===== src/rtl/controller_multicycle_rv32i_pkg.sv =====
// rtl/controller_multicycle_rv32i_pkg.sv - shared types and select codes for the multi-cycle RV32I controller
// Contents: AluOp, CtrlState, InstClass enums; register-write, PC-next, operand and
// memory-address select codes; RV32I opcodes; funct3 -> AluOp helper.
package controller_multicycle_rv32i_pkg;

  typedef enum logic [3:0] {
    ALU_ADD  = 4'd0,
    ALU_SUB  = 4'd1,
    ALU_SLL  = 4'd2,
    ALU_SLT  = 4'd3,
    ALU_SLTU = 4'd4,
    ALU_XOR  = 4'd5,
    ALU_SRL  = 4'd6,
    ALU_SRA  = 4'd7,
    ALU_OR   = 4'd8,
    ALU_AND  = 4'd9
  } AluOp;

  typedef enum logic [2:0] {
    S_FETCH     = 3'd0,
    S_DECODE    = 3'd1,
    S_EXECUTE   = 3'd2,
    S_MEMORY    = 3'd3,
    S_WRITEBACK = 3'd4,
    S_HALT      = 3'd5
  } CtrlState;

  typedef enum logic [3:0] {
    IC_ALU_R   = 4'd0,
    IC_ALU_I   = 4'd1,
    IC_LUI     = 4'd2,
    IC_AUIPC   = 4'd3,
    IC_LOAD    = 4'd4,
    IC_STORE   = 4'd5,
    IC_BRANCH  = 4'd6,
    IC_JAL     = 4'd7,
    IC_JALR    = 4'd8,
    IC_ILLEGAL = 4'd9
  } InstClass;

  localparam logic [1:0] WR_ALU = 2'b00;
  localparam logic [1:0] WR_MEM = 2'b01;
  localparam logic [1:0] WR_PC4 = 2'b10;

  localparam logic [1:0] PC_PLUS4      = 2'b00;
  localparam logic [1:0] PC_OFFSET     = 2'b01;
  localparam logic [1:0] PC_RS1_OFFSET = 2'b10;

  localparam logic [1:0] OPA_RS1  = 2'b00;
  localparam logic [1:0] OPA_PC   = 2'b01;
  localparam logic [1:0] OPA_ZERO = 2'b10;

  localparam logic OPB_RS2 = 1'b0;
  localparam logic OPB_IMM = 1'b1;

  localparam logic MEM_ADDR_PC  = 1'b0;
  localparam logic MEM_ADDR_ALU = 1'b1;

  localparam logic [6:0] OP_ALU_R  = 7'b0110011;
  localparam logic [6:0] OP_ALU_I  = 7'b0010011;
  localparam logic [6:0] OP_LUI    = 7'b0110111;
  localparam logic [6:0] OP_AUIPC  = 7'b0010111;
  localparam logic [6:0] OP_LOAD   = 7'b0000011;
  localparam logic [6:0] OP_STORE  = 7'b0100011;
  localparam logic [6:0] OP_BRANCH = 7'b1100011;
  localparam logic [6:0] OP_JAL    = 7'b1101111;
  localparam logic [6:0] OP_JALR   = 7'b1100111;

  // alt selects SUB over ADD and SRA over SRL (funct7 bit 5).
  function automatic AluOp alu_from_funct3(input logic [2:0] funct3, input logic alt);
    case (funct3)
      3'b000:  return alt ? ALU_SUB : ALU_ADD;
      3'b001:  return ALU_SLL;
      3'b010:  return ALU_SLT;
      3'b011:  return ALU_SLTU;
      3'b100:  return ALU_XOR;
      3'b101:  return alt ? ALU_SRA : ALU_SRL;
      3'b110:  return ALU_OR;
      default: return ALU_AND;
    endcase
  endfunction

endpackage


===== src/rtl/decoder_rv32i.sv =====
// rtl/decoder_rv32i.sv - combinational RV32I instruction classifier and ALU/operand decode
// Ports: i_Inst (instruction register) -> inst_class, alu_op, operand_a_sel, operand_b_sel.
module decoder_rv32i
  import controller_multicycle_rv32i_pkg::*;
(
  input  logic [31:0] i_Inst,
  output InstClass    inst_class,
  output AluOp        alu_op,
  output logic [1:0]  operand_a_sel,
  output logic        operand_b_sel
);

  logic [6:0] opcode;
  logic [2:0] funct3;
  logic [6:0] funct7;
  logic       unused_fields;

  assign opcode = i_Inst[6:0];
  assign funct3 = i_Inst[14:12];
  assign funct7 = i_Inst[31:25];
  // Register indices and immediates are consumed by the datapath, not here.
  assign unused_fields = ^{i_Inst[24:15], i_Inst[11:7]};

  always_comb begin
    inst_class    = IC_ILLEGAL;
    alu_op        = ALU_ADD;
    operand_a_sel = OPA_RS1;
    operand_b_sel = OPB_RS2;
    case (opcode)
      OP_ALU_R: begin
        // Only ADD/SUB and SRL/SRA have an alternate funct7 encoding.
        if (funct7 == 7'b0000000 ||
            (funct7 == 7'b0100000 && (funct3 == 3'b000 || funct3 == 3'b101))) begin
          inst_class = IC_ALU_R;
          alu_op     = alu_from_funct3(funct3, funct7[5]);
        end
      end
      OP_ALU_I: begin
        operand_b_sel = OPB_IMM;
        // Upper immediate bits are a real immediate except for shifts.
        if ((funct3 == 3'b001 && funct7 != 7'b0000000) ||
            (funct3 == 3'b101 && funct7 != 7'b0000000 && funct7 != 7'b0100000)) begin
          inst_class = IC_ILLEGAL;
        end else begin
          inst_class = IC_ALU_I;
          alu_op     = alu_from_funct3(funct3, funct3 == 3'b101 && funct7[5]);
        end
      end
      OP_LUI: begin
        inst_class    = IC_LUI;
        operand_a_sel = OPA_ZERO;
        operand_b_sel = OPB_IMM;
      end
      OP_AUIPC: begin
        inst_class    = IC_AUIPC;
        operand_a_sel = OPA_PC;
        operand_b_sel = OPB_IMM;
      end
      OP_LOAD: begin
        operand_b_sel = OPB_IMM;
        if (funct3 != 3'b011 && funct3 != 3'b110 && funct3 != 3'b111) inst_class = IC_LOAD;
      end
      OP_STORE: begin
        operand_b_sel = OPB_IMM;
        if (funct3 == 3'b000 || funct3 == 3'b001 || funct3 == 3'b010) inst_class = IC_STORE;
      end
      OP_BRANCH: begin
        if (funct3 != 3'b010 && funct3 != 3'b011) inst_class = IC_BRANCH;
      end
      OP_JAL: begin
        inst_class    = IC_JAL;
        operand_a_sel = OPA_PC;
        operand_b_sel = OPB_IMM;
      end
      OP_JALR: begin
        operand_b_sel = OPB_IMM;
        if (funct3 == 3'b000) inst_class = IC_JALR;
      end
      default: inst_class = IC_ILLEGAL;
    endcase
  end

endmodule


===== src/rtl/controller_multicycle_rv32i.sv =====
// rtl/controller_multicycle_rv32i.sv - multi-cycle RV32I sequencer over a shared memory port
// Ports: i_Clock, i_Reset (sync, active-low), i_Inst, i_IsEQ, i_IsLT, i_MemAck in;
// memory request/write/address select, IR/PC/register-file enables, PC-next,
// ALU and operand selects, write-data select and o_Halted out.
// Build option: ILLEGAL_INST_TRAP_EN makes illegal instructions halt the core.
module controller_multicycle_rv32i
  import controller_multicycle_rv32i_pkg::*;
(
  input  logic        i_Clock,
  input  logic        i_Reset,
  input  logic [31:0] i_Inst,
  input  logic        i_IsEQ,
  input  logic        i_IsLT,
  input  logic        i_MemAck,
  output logic        o_MemReq,
  output logic        o_MemWrEnable,
  output logic        o_MemAddrSel,
  output logic        o_InstWrEnable,
  output logic        o_PCWrEnable,
  output logic [1:0]  o_PCNextSel,
  output AluOp        o_AluControl,
  output logic [1:0]  o_OperandASel,
  output logic        o_OperandBSel,
  output logic        o_RegWrEnable,
  output logic [1:0]  o_RegWrDataSel,
  output logic        o_Halted
);

  CtrlState   state;
  InstClass   inst_class;
  AluOp       dec_alu_op;
  logic [1:0] dec_operand_a_sel;
  logic       dec_operand_b_sel;
  logic [2:0] funct3;
  logic       branch_taken;

  decoder_rv32i u_decoder (
    .i_Inst        (i_Inst),
    .inst_class    (inst_class),
    .alu_op        (dec_alu_op),
    .operand_a_sel (dec_operand_a_sel),
    .operand_b_sel (dec_operand_b_sel)
  );

  // funct3[2] picks LT vs EQ comparison, funct3[0] inverts it (BNE/BGE/BGEU).
  assign funct3       = i_Inst[14:12];
  assign branch_taken = (funct3[2] ? i_IsLT : i_IsEQ) ^ funct3[0];

  always_ff @(posedge i_Clock) begin
    if (!i_Reset) begin
      state <= S_FETCH;
    end else begin
      case (state)
        S_FETCH:  if (i_MemAck) state <= S_DECODE;
        S_DECODE: state <= S_EXECUTE;
        S_EXECUTE: begin
          case (inst_class)
            IC_LOAD, IC_STORE: state <= S_MEMORY;
            IC_ALU_R, IC_ALU_I, IC_LUI, IC_AUIPC: state <= S_WRITEBACK;
            IC_ILLEGAL: begin
`ifdef ILLEGAL_INST_TRAP_EN
              state <= S_HALT;
`else
              state <= S_FETCH;
`endif
            end
            default: state <= S_FETCH;
          endcase
        end
        S_MEMORY: begin
          if (i_MemAck) state <= (inst_class == IC_STORE) ? S_FETCH : S_WRITEBACK;
        end
        S_WRITEBACK: state <= S_FETCH;
        S_HALT: begin
`ifdef ILLEGAL_INST_TRAP_EN
          state <= S_HALT;
`else
          state <= S_FETCH;
`endif
        end
        default: state <= S_FETCH;
      endcase
    end
  end

  // Outputs are forced to zero while reset is held, regardless of state.
  always_comb begin
    o_MemReq       = 1'b0;
    o_MemWrEnable  = 1'b0;
    o_MemAddrSel   = MEM_ADDR_PC;
    o_InstWrEnable = 1'b0;
    o_PCWrEnable   = 1'b0;
    o_PCNextSel    = PC_PLUS4;
    o_AluControl   = ALU_ADD;
    o_OperandASel  = OPA_RS1;
    o_OperandBSel  = OPB_RS2;
    o_RegWrEnable  = 1'b0;
    o_RegWrDataSel = WR_ALU;
    o_Halted       = 1'b0;
    if (i_Reset) begin
      // ALU controls stay valid from EXECUTE through the writeback that consumes the result.
      if (state == S_EXECUTE || state == S_MEMORY || state == S_WRITEBACK) begin
        o_AluControl  = dec_alu_op;
        o_OperandASel = dec_operand_a_sel;
        o_OperandBSel = dec_operand_b_sel;
      end
      case (state)
        S_FETCH: begin
          o_MemReq       = 1'b1;
          o_MemAddrSel   = MEM_ADDR_PC;
          o_InstWrEnable = i_MemAck;
        end
        S_EXECUTE: begin
          case (inst_class)
            IC_BRANCH: begin
              o_PCWrEnable = 1'b1;
              o_PCNextSel  = branch_taken ? PC_OFFSET : PC_PLUS4;
            end
            IC_JAL: begin
              o_RegWrEnable  = 1'b1;
              o_RegWrDataSel = WR_PC4;
              o_PCWrEnable   = 1'b1;
              o_PCNextSel    = PC_OFFSET;
            end
            IC_JALR: begin
              o_RegWrEnable  = 1'b1;
              o_RegWrDataSel = WR_PC4;
              o_PCWrEnable   = 1'b1;
              o_PCNextSel    = PC_RS1_OFFSET;
            end
            IC_ILLEGAL: begin
`ifndef ILLEGAL_INST_TRAP_EN
              o_PCWrEnable = 1'b1;
`endif
            end
            default: o_PCWrEnable = 1'b0;
          endcase
        end
        S_MEMORY: begin
          o_MemReq      = 1'b1;
          o_MemAddrSel  = MEM_ADDR_ALU;
          o_MemWrEnable = (inst_class == IC_STORE);
          o_PCWrEnable  = i_MemAck && (inst_class == IC_STORE);
        end
        S_WRITEBACK: begin
          o_RegWrEnable  = 1'b1;
          o_RegWrDataSel = (inst_class == IC_LOAD) ? WR_MEM : WR_ALU;
          o_PCWrEnable   = 1'b1;
        end
        S_HALT: begin
`ifdef ILLEGAL_INST_TRAP_EN
          o_Halted = 1'b1;
`endif
        end
        default: o_Halted = 1'b0;
      endcase
    end
  end

endmodule


===== config.mk =====
export PLATFORM = sky130hd
export DESIGN_NAME = controller_multicycle_rv32i
export DESIGN_NICKNAME = d
export VERILOG_FILES = /design/src/rtl/controller_multicycle_rv32i_pkg.sv /design/src/rtl/decoder_rv32i.sv /design/src/rtl/controller_multicycle_rv32i.sv
export SDC_FILE = /design/constraint.sdc
export NUM_CORES = 1
export LEC_CHECK = 0
export BUFFER_PORTS_ARGS = -buffer_cell sky130_fd_sc_hd__buf_4
export CELL_PAD_IN_SITES_DETAIL_PLACEMENT = 2
export CELL_PAD_IN_SITES_GLOBAL_PLACEMENT = 2
export CORE_ASPECT_RATIO = 1.25
export CORE_MARGIN = 2
export CORE_UTILIZATION = 21
export DETAILED_ROUTE_END_ITERATION = 16
export PLACE_DENSITY = 0.91
export SLEW_MARGIN = 5
export SYNTH_ARGS = -nofsm -noshare
export SYNTH_HDL_FRONTEND = slang
export SYNTH_HIERARCHICAL = 1
export SYNTH_SLANG_ARGS = --single-unit

===== constraint.sdc =====
create_clock -name i_Clock -period 3 [get_ports i_Clock]
set_input_delay 0.3 -clock i_Clock [delete_from_list [all_inputs] [get_ports i_Clock]]
set_output_delay 0.3 -clock i_Clock [all_outputs]
set_load 0.1 [all_outputs]

## Yosys cells after proc, flatten, opt, wreduce, memory -nomap -nowiden

Cells that the tools add are included.

| word-level totals | value |
|---|---|
| bits in registers | 3 |
| bits in latches | 0 |
| bits in writable memories | 0 |
| bits in read-only memories | 0 |
| bits of input ports | 37 |
| output and inout bits | 18 |
| logic and storage cells | 119 |
| memories kept | 0 |

| operators by class | value |
|---|---|
| $add $sub $neg | 0 |
| multipliers | 0 |
| div/mod/pow operators | 0 |
| magnitude comparators | 0 |
| equal/unequal tests | 36 |
| shift operators | 0 |
| multiplexer cells | 52 |
| bitwise gates (word level) | 1 |
| reductions and logical operators | 29 |

Operators by type and width:

| cell | number |
|---|---|
| 4-bit case mux with 7 select lines | 2 |
| 4-bit 2-to-1 mux | 9 |
| 4-bit case mux with 9 select lines | 1 |
| 7-bit by 6-bit == test with 1-bit output, second input constant | 4 |
| 1-bit 2-to-1 mux | 23 |
| 7-bit == test, second input constant | 3 |
| 4-bit by 3-bit == test with 1-bit output, second input constant | 4 |
| 7-bit by 5-bit == test with 1-bit output, second input constant | 2 |
| 3-bit by 2-bit == test with 1-bit output, second input constant | 4 |
| 3-bit == test, second input constant | 4 |
| 2-bit 2-to-1 mux | 6 |
| 3-bit case mux with 4 select lines | 1 |
| 1-bit logical AND | 9 |
| 3-bit 2-to-1 mux | 3 |
| 4-bit by 2-bit == test with 1-bit output, second input constant | 2 |
| 4-bit == test, second input constant | 2 |
| 2-bit case mux with 2 select lines | 2 |
| 4-bit case mux with 2 select lines | 1 |
| 2-bit OR reduction | 4 |
| 4-bit OR reduction | 2 |
| 7-bit by 2-bit == test with 1-bit output, second input constant | 1 |
| 7-bit zero test | 1 |
| 1-bit logical OR | 7 |
| 7-bit by 6-bit inequality test with 1-bit output, second input constant | 1 |
| other kinds (15) | 20 |

## Depth between registers and ports, before layout

Gate-level depths: netlist (run 1).

| logic depth | value |
|---|---|
| word-level depth | 11 |
| mapped depth | 8 |
| gate-level depth less buffers | 7 |

## By module

Netlist (run 1), hierarchy kept.

Modules (own cells, without submodules):

| module | instances | cells each | area each (µm²) | seq. area each (µm²) |
|---|---|---|---|---|
| decoder_rv32i | 1 | 82 | 491.7 | 0.0 |
| controller_multicycle_rv32i | 1 | 55 | 406.6 | 60.1 |

## Least setup slack after synthesis (run 1)

OpenSTA, ideal clock, no wires.

| timing path | value |
|---|---|
| kind | input -> output |
| from | in i_Inst[3] |
| to | out o_PCNextSel[1] |
| arrival time | 3.751 ns |
| slack | -1.051 ns |
| stages | 7 |
| path buffers | 1 |
| path through | buf_2 > or2_2 > nor3b_1 > a22oi_1 > nand4_1 > or4b_4 > nor3_1 |

| between the ends | value |
|---|---|
| cells in the longest elaborated chain, start to end | 6 |
| elaborated cells between the ends (all ways) | 16 |

RTL lines:

| item | line | RTL |
|---|---|---|
| from (decl) | controller_multicycle_rv32i.sv:11 | `input logic [31:0] i_Inst,` |
| 7-bit == test (tied with other cells) | decoder_rv32i.sv:29 | `case (opcode)` |
| 4-bit case mux with 9 select lines (*) | decoder_rv32i.sv:29 |  |
| via inst_class[3] | controller_multicycle_rv32i.sv:30 | `InstClass inst_class;` |
| 4-bit == test or 4-bit by 3-bit == test with 1-bit output (tied branches) | controller_multicycle_rv32i.sv:114 | `case (inst_class)` |
| 2-bit case mux with 3 select lines (*) | controller_multicycle_rv32i.sv:114 |  |
| 2-bit 2-to-1 mux (*) | controller_multicycle_rv32i.sv:107 | `case (state)` |
| 2-bit 2-to-1 mux (*) | controller_multicycle_rv32i.sv:100 | `if (i_Reset) begin` |
| to (decl) | controller_multicycle_rv32i.sv:20 | `output logic [1:0] o_PCNextSel,` |

The timed path passes the listed nets; every way through them passes the cells marked *.

## Final worst setup path (run 1)

| timing path | value |
|---|---|
| from | in i_Inst[6] |
| to | out o_RegWrEnable |

| between the ends | value |
|---|---|
| cells in the longest elaborated chain, start to end | 7 |
| elaborated cells between the ends (all ways) | 16 |

RTL lines:

| item | line | RTL |
|---|---|---|
| 7-bit == test (tied with other cells) | decoder_rv32i.sv:29 |  |
| 4-bit case mux with 9 select lines (*) | decoder_rv32i.sv:29 |  |
| via inst_class[3] | controller_multicycle_rv32i.sv:30 |  |
| 4-bit == test or 4-bit by 3-bit == test with 1-bit output (tied branches) | controller_multicycle_rv32i.sv:114 |  |
| 2-bit OR reduction (no source line) (*) | - |  |
| 1-bit 2-to-1 mux (*) | controller_multicycle_rv32i.sv:114 |  |
| 1-bit case mux with 2 select lines (*) | controller_multicycle_rv32i.sv:107 |  |
| 1-bit 2-to-1 mux (*) | controller_multicycle_rv32i.sv:100 |  |
| to (decl) | controller_multicycle_rv32i.sv:24 | `output logic o_RegWrEnable,` |

Marks and branches as above.

==> results.tsv, run 1 <==
metric	value	unit
status	finished, final reports clean	
grt.total_usage	0.143	
final_net_count	209	
final_hold_viol_count	0	
worstHoldPathCells	2	
grt_pass1_vias	1236	
via_count	1141	
timing_worst_slew_pin_value	0.586	ns
synth_largest_area_cell	sky130_fd_sc_hd__dfxtp_1	
dpl-instance-area	1280	um^2
synth_edf_count	0	
post-route-drc-count	0	
holdCritPathClass	input pin to flop	
mappedNetlistArea	898	um^2
fin_util	0.324	
async_flop_share	0	
antenna_cells_inserted	0	
final_period_minus_worst_setup_slack	2.77	ns
largest_registers	state (3)	
number_of_detailed_route_iterations_in_the_first_pass	4	
cap_violations	0	
final_cell_mix	41 x sky130_fd_sc_hd__buf_4, 11 x sky130_fd_sc_hd__nand2_1, 9 x sky130_fd_sc_hd__nand2b_1, 9 x sky130_fd_sc_hd__and2_1, 8 x sky130_fd_sc_hd__a21oi_1	
skew	0.00165	ns
htreeDepth	1	
layout-drive-gt1-share	0.386	
post_cts.repair.setup_buffers	0	
netlist_instances	137	
crit_type	input pin to primary output	
final-max-slew-violation-count	0	
flow.area_growth_from_synthesis	47.6	%
port_buffers	38	
vias_per_cell	5.03	
die_width	62.5	um
grt_antenna_before_repair	0	
setup_repair_after_global_routing_missed_its_margin	false	
initial_utilization	0.219	
layout.cells.most_common	sky130_fd_sc_hd__buf_4	
cts_hold_repair.buffers	0	
grt_max_degree	14	
route.antenna.remaining_nets	0	
netlist_top_cells_area	sky130_fd_sc_hd__dfxtp_1 6.7%, sky130_fd_sc_hd__and2_1 6.3%, sky130_fd_sc_hd__nand2b_1 6.3%	
place_worst_setup_slack	0.221	ns
placeableCoreArea	4100	um^2
finalSetupTns	0	ns
insertion_delay	0.22	ns
detail_route.iter0.violations	22	
setup_viol	0	
clk_pin_slew	0.03	ns
max_clock_freq	361	MHz
critical_path.max_fanout	13	
irDropWorstVdd	0.124	mV
critical_path.startpoint_type	input pin	
hp-start	i_MemAck	
timing.critical_path.required	2.70	ns
synth.net_count	174	
report.power.total	301	uW
ys_ff_latch	3	
route.final.wire_length	3380	um
final_min_period_over_clock_period	0.923	
die_area	4820	um^2
reg2reg_depth	3	
cts_buffers	3	
origin_of_the_worst_setup_path	i_Inst[6]	
tritoncts	built	
synth.yosys.seq_area_share	0.0669	
worstSetupEndpointType	primary output	
grt_pass1_wl	5860	um
stdcell_area	1330	um^2
maximum_count_of_clock_buffers_along_a_single_path	2	
dp_cells	223	
setup_ws	0.232	ns
standby_leakage_power	0.518	nW
floorplan.rows	26	
max_reg_flops	3	
postCtsResizedCells	0	
worstReg2RegStart	state[0]	
ys_types	50	
dpl.hpwl	2750	um
postSynthAreaPerCell	6.56	um^2
largest-register	state	
place.gp.congestion	0.801	
synthesis.yosys.warnings	6	
synth_top_cell_area_share	0.0669	
post_drt_wl_per_cell	14.9	um
yosys_most_used_dff	sky130_fd_sc_hd__dfxtp_1	
final_cells	227	
max_slew_headroom_at_the_worst_pin	0.605	
top_level_ports	55	
grt_overflow	0	
powerDensity	227	nW/um^2
root_buffer	sky130_fd_sc_hd__clkbuf_8	
clock_sink_count	3	
cp.arrival	2.47	ns
worst_hold_slack	0.324	ns
fp.dieH	77.1	um
synth_stat cells (2+ instances only):
cell type                  instances
sky130_fd_sc_hd__nand3_1           3
sky130_fd_sc_hd__and2_1            9
sky130_fd_sc_hd__nor2b_1           3
sky130_fd_sc_hd__dfxtp_1           3
sky130_fd_sc_hd__nand3b_1          2
sky130_fd_sc_hd__nor3b_1           3
sky130_fd_sc_hd__nor4_1            2
sky130_fd_sc_hd__nand4b_1          2
sky130_fd_sc_hd__inv_1             3
sky130_fd_sc_hd__clkbuf_1          6
sky130_fd_sc_hd__o21ai_0           7
sky130_fd_sc_hd__o21a_1            2
sky130_fd_sc_hd__a211oi_2          2
sky130_fd_sc_hd__or2_2             5
sky130_fd_sc_hd__mux2i_1           2
sky130_fd_sc_hd__nor2_1            8
sky130_fd_sc_hd__nand4_1           4
sky130_fd_sc_hd__a211o_1           2
sky130_fd_sc_hd__a21oi_1           8
sky130_fd_sc_hd__nand2b_1          9
sky130_fd_sc_hd__nor3_1            7
sky130_fd_sc_hd__nand2_1          11
sky130_fd_sc_hd__a22oi_1           4
sky130_fd_sc_hd__buf_2             4
worst max-delay path, stage by stage:
cell and delay (ns):
sky130_fd_sc_hd__buf_4 0.16, sky130_fd_sc_hd__or3_4 0.43, sky130_fd_sc_hd__nor3_2 0.15, sky130_fd_sc_hd__a22oi_1 0.12, sky130_fd_sc_hd__nand4_1 0.13, sky130_fd_sc_hd__or4b_4 0.51, sky130_fd_sc_hd__a211oi_4 0.28, sky130_fd_sc_hd__a21o_4 0.11
sky130_fd_sc_hd__buf_4 0.28
cells by family after synthesis:
kind of cell              synth area share
and+or+nand+nor                      0.526
AOI/OAI and AO/OA                    0.280
buffers and inverters               0.0682
muxes                               0.0348
DFF                                 0.0669
xor gates and xnor gates            0.0195
other                              0.00417
final timing paths:
check	endpoint	slack, ns
hold reg to reg	state[2]	0.62
setup reg to reg	state[0]	1.89
setup / recovery	o_RegWrEnable	0.23
hold / removal	state[1]	0.32
final cells by class:
cell class	count	area (um^2)
fill	520	2770
inverter	3	11.3
tap	56	70.1
timing repair buffer	41	308
sequential	3	60.1
multi-input combinational	120	832
clock buffer	4	45.0
layer usage:
layer	vias to the layer above	wire length, um	GRT usage
met4	0	21	0.0267
met1	546	1470	0.171
met3	2	86	0.00880
met5	-	0	0
li1	568	-	-
met2	25	1800	0.278
power breakdown:
group          internal, mW  switching, mW  total [mW]
registers            0.0423        0.00437      0.0466
logic                0.0511         0.0863       0.137
clock network        0.0906         0.0263       0.117
total                 0.184          0.117       0.301
Note: power is estimated with default switching activity, not from simulation.
==> run 2, diff against run 1 <==
Settings changed: CTS_BUF_LIST set to sky130_fd_sc_hd__clkbuf_8.
==> run 2 against run 1 <==
- non-clock buffer count unchanged
- global-route usage unchanged
- clock-buffer cell count fell by 1
- clock power about the same
- cell area is the same
- critical endpoint unchanged
- register-to-register slack hardly changed
- setup slack better by 0.0098 ns
- combinational power about the same
- via count decreased by 0.26%
- die area unchanged
- wire length down 0.65%
==> results.tsv, run 2 (synthesized netlist as in run 1, its figures left out) <==
metric	value	unit	change
post_cts.repair.setup_buffers	0		unchanged
root_buffer	sky130_fd_sc_hd__clkbuf_8		unchanged
final_cell_mix	41 x sky130_fd_sc_hd__buf_4, 11 x sky130_fd_sc_hd__nand2_1, 9 x sky130_fd_sc_hd__nand2b_1, 9 x sky130_fd_sc_hd__and2_1, 8 x sky130_fd_sc_hd__a21oi_1		unchanged
cp.arrival	2.46	ns	was 2.47 ns
post_drt_wl_per_cell	14.8	um	was 14.9 um
die_area	4820	um^2	unchanged
hp-start	i_MemAck		unchanged
status	finished, final reports clean		unchanged
crit-reg2reg-capture	state[0]		unchanged
detail_route.iter0.violations	22		unchanged
worstSetupEndpointType	primary output		unchanged
via_count	1138		was 1141
stdcell_area	1330	um^2	unchanged
placeableCoreArea	4100	um^2	unchanged
worstReg2RegStart	state[0]		unchanged
skew	0.00114	ns	was 0.00165 ns
maximum_count_of_clock_buffers_along_a_single_path	2		unchanged
timing.reg2reg.setup_slack	1.89	ns	about the same
grt_overflow	0		unchanged
route.antenna.remaining_nets	0		unchanged
tritoncts	built		unchanged
final_net_count	209		unchanged
place.gp.congestion	0.801		unchanged
crit_type	input pin to primary output		unchanged
setup_viol	0		unchanged
insertion_delay	0.22	ns	about the same
max_slew_headroom_at_the_worst_pin	0.607		was 0.605
port_buffers	38		unchanged
grt_pass1_wl	5860	um	unchanged
dp_cells	223		unchanged
clock_sink_count	3		unchanged
reg2reg_depth	3		unchanged
die_width	62.5	um	unchanged
floorplan.rows	26		unchanged
max_reg_flops	3		unchanged
standby_leakage_power	0.522	nW	was 0.518 nW
cts_hold_repair.buffers	0		unchanged
number_of_detailed_route_iterations_in_the_first_pass	4		unchanged
max_clock_freq	363	MHz	was 361 MHz
layout.cells.most_common	sky130_fd_sc_hd__buf_4		unchanged
critical_path.startpoint_type	input pin		unchanged
gr-usage-met2	0.278		unchanged
dpl.hpwl	2750	um	unchanged
grt_max_degree	14		unchanged
postCtsResizedCells	0		unchanged
flow.area_growth_from_synthesis	47.6	%	unchanged
initial_utilization	0.219		unchanged
post-route-drc-count	0		unchanged
final-max-slew-violation-count	0		unchanged
grt_antenna_before_repair	0		unchanged
timing_worst_slew_pin_value	0.583	ns	was 0.586 ns
largest-register	state		unchanged
grt.total_usage	0.143		unchanged
report.power.total	297	uW	was 301 uW
cap_violations	0		unchanged
layout-drive-gt1-share	0.386		unchanged
largest_registers	state (3)		unchanged
place_worst_setup_slack	0.221	ns	unchanged
vias_per_cell	5.01		was 5.03
critical_path.max_fanout	13		unchanged
grt_pass1_vias	1236		unchanged
setup_ws	0.242	ns	was 0.232 ns
fp.dieH	77.1	um	unchanged
antenna_cells_inserted	0		unchanged
route.final.wire_length	3360	um	was 3380 um
fin_util	0.324		unchanged
htreeDepth	1		unchanged
final_min_period_over_clock_period	0.919		was 0.923
worstHoldPathCells	2		unchanged
global_route.usage.met1	0.171		unchanged
use_met3	0.00880		unchanged
final_cells	227		unchanged
busiest_layer_in_global_routing	met2		unchanged
holdCritPathClass	input pin to flop		unchanged
setup_repair_after_global_routing_missed_its_margin	false		unchanged
final_hold_viol_count	0		unchanged
worst_hold_path.endpoint	state[1]		unchanged
final_period_minus_worst_setup_slack	2.76	ns	was 2.77 ns
dpl-instance-area	1280	um^2	unchanged
irDropWorstVdd	0.124	mV	about the same
timing.critical_path.required	2.70	ns	about the same
clk_pin_slew	0.03	ns	about the same
top_level_ports	55		unchanged
powerDensity	224	nW/um^2	was 227 nW/um^2
cts_buffers	3		unchanged
[run 2: how the worst max path moves through the flow]
stage / startpoint / endpoint / slack, ns
2_1_floorplan: i_Inst[6] / o_RegWrEnable / -0.21
3_3_place_gp: i_Inst[6] / o_RegWrEnable / 0.26
3_5_place_dp: i_Inst[6] / o_RegWrEnable / 0.22
4_1_cts: i_Inst[6] / o_RegWrEnable / 0.22
5_1_grt: i_Inst[6] / o_RegWrEnable / 0.12
6_report: i_Inst[6] / o_RegWrEnable / 0.24
[run 2: cell type report]
class,count,area (um^2)
well taps,56,70.1
inverters,3,11.3
flip-flops and latches,3,60.1
fillers,520,2770
clock inverters,1,3.75
repair buffers,41,308
multi-input cells,120,832
clock buffers,3,41.3
[run 2: through the flow]
step                hold slack, ns  TNS, ns
floorplan                    0.419   -0.314
global placement             0.548        0
detailed placement           0.547        0
CTS                          0.320        0
global route                 0.329        0
finish                       0.324        0
[run 2: worst max-delay path: stages]
cell and delay [ns]:
sky130_fd_sc_hd__buf_4 0.16, sky130_fd_sc_hd__or3_4 0.43, sky130_fd_sc_hd__nor3_2 0.15, sky130_fd_sc_hd__a22oi_1 0.11, sky130_fd_sc_hd__nand4_1 0.13, sky130_fd_sc_hd__or4b_4 0.51
sky130_fd_sc_hd__a211oi_4 0.28, sky130_fd_sc_hd__a21o_4 0.11, sky130_fd_sc_hd__buf_4 0.28
[run 2: power breakdown]
| group | total [mW] | switching (mW) | internal [mW] |
|---|---|---|---|
| Combinational | 0.137 | 0.0860 | 0.0511 |
| Sequential | 0.0466 | 0.00437 | 0.0423 |
| Clock | 0.114 | 0.0266 | 0.0871 |
| Total | 0.297 | 0.117 | 0.180 |
[run 2: routing by layer]
metal  routed length [um]  share of wire
met4                   21         0.0063
met2                 1780           0.53
met3                   83          0.025
met1                 1470           0.44
met5                    0              0
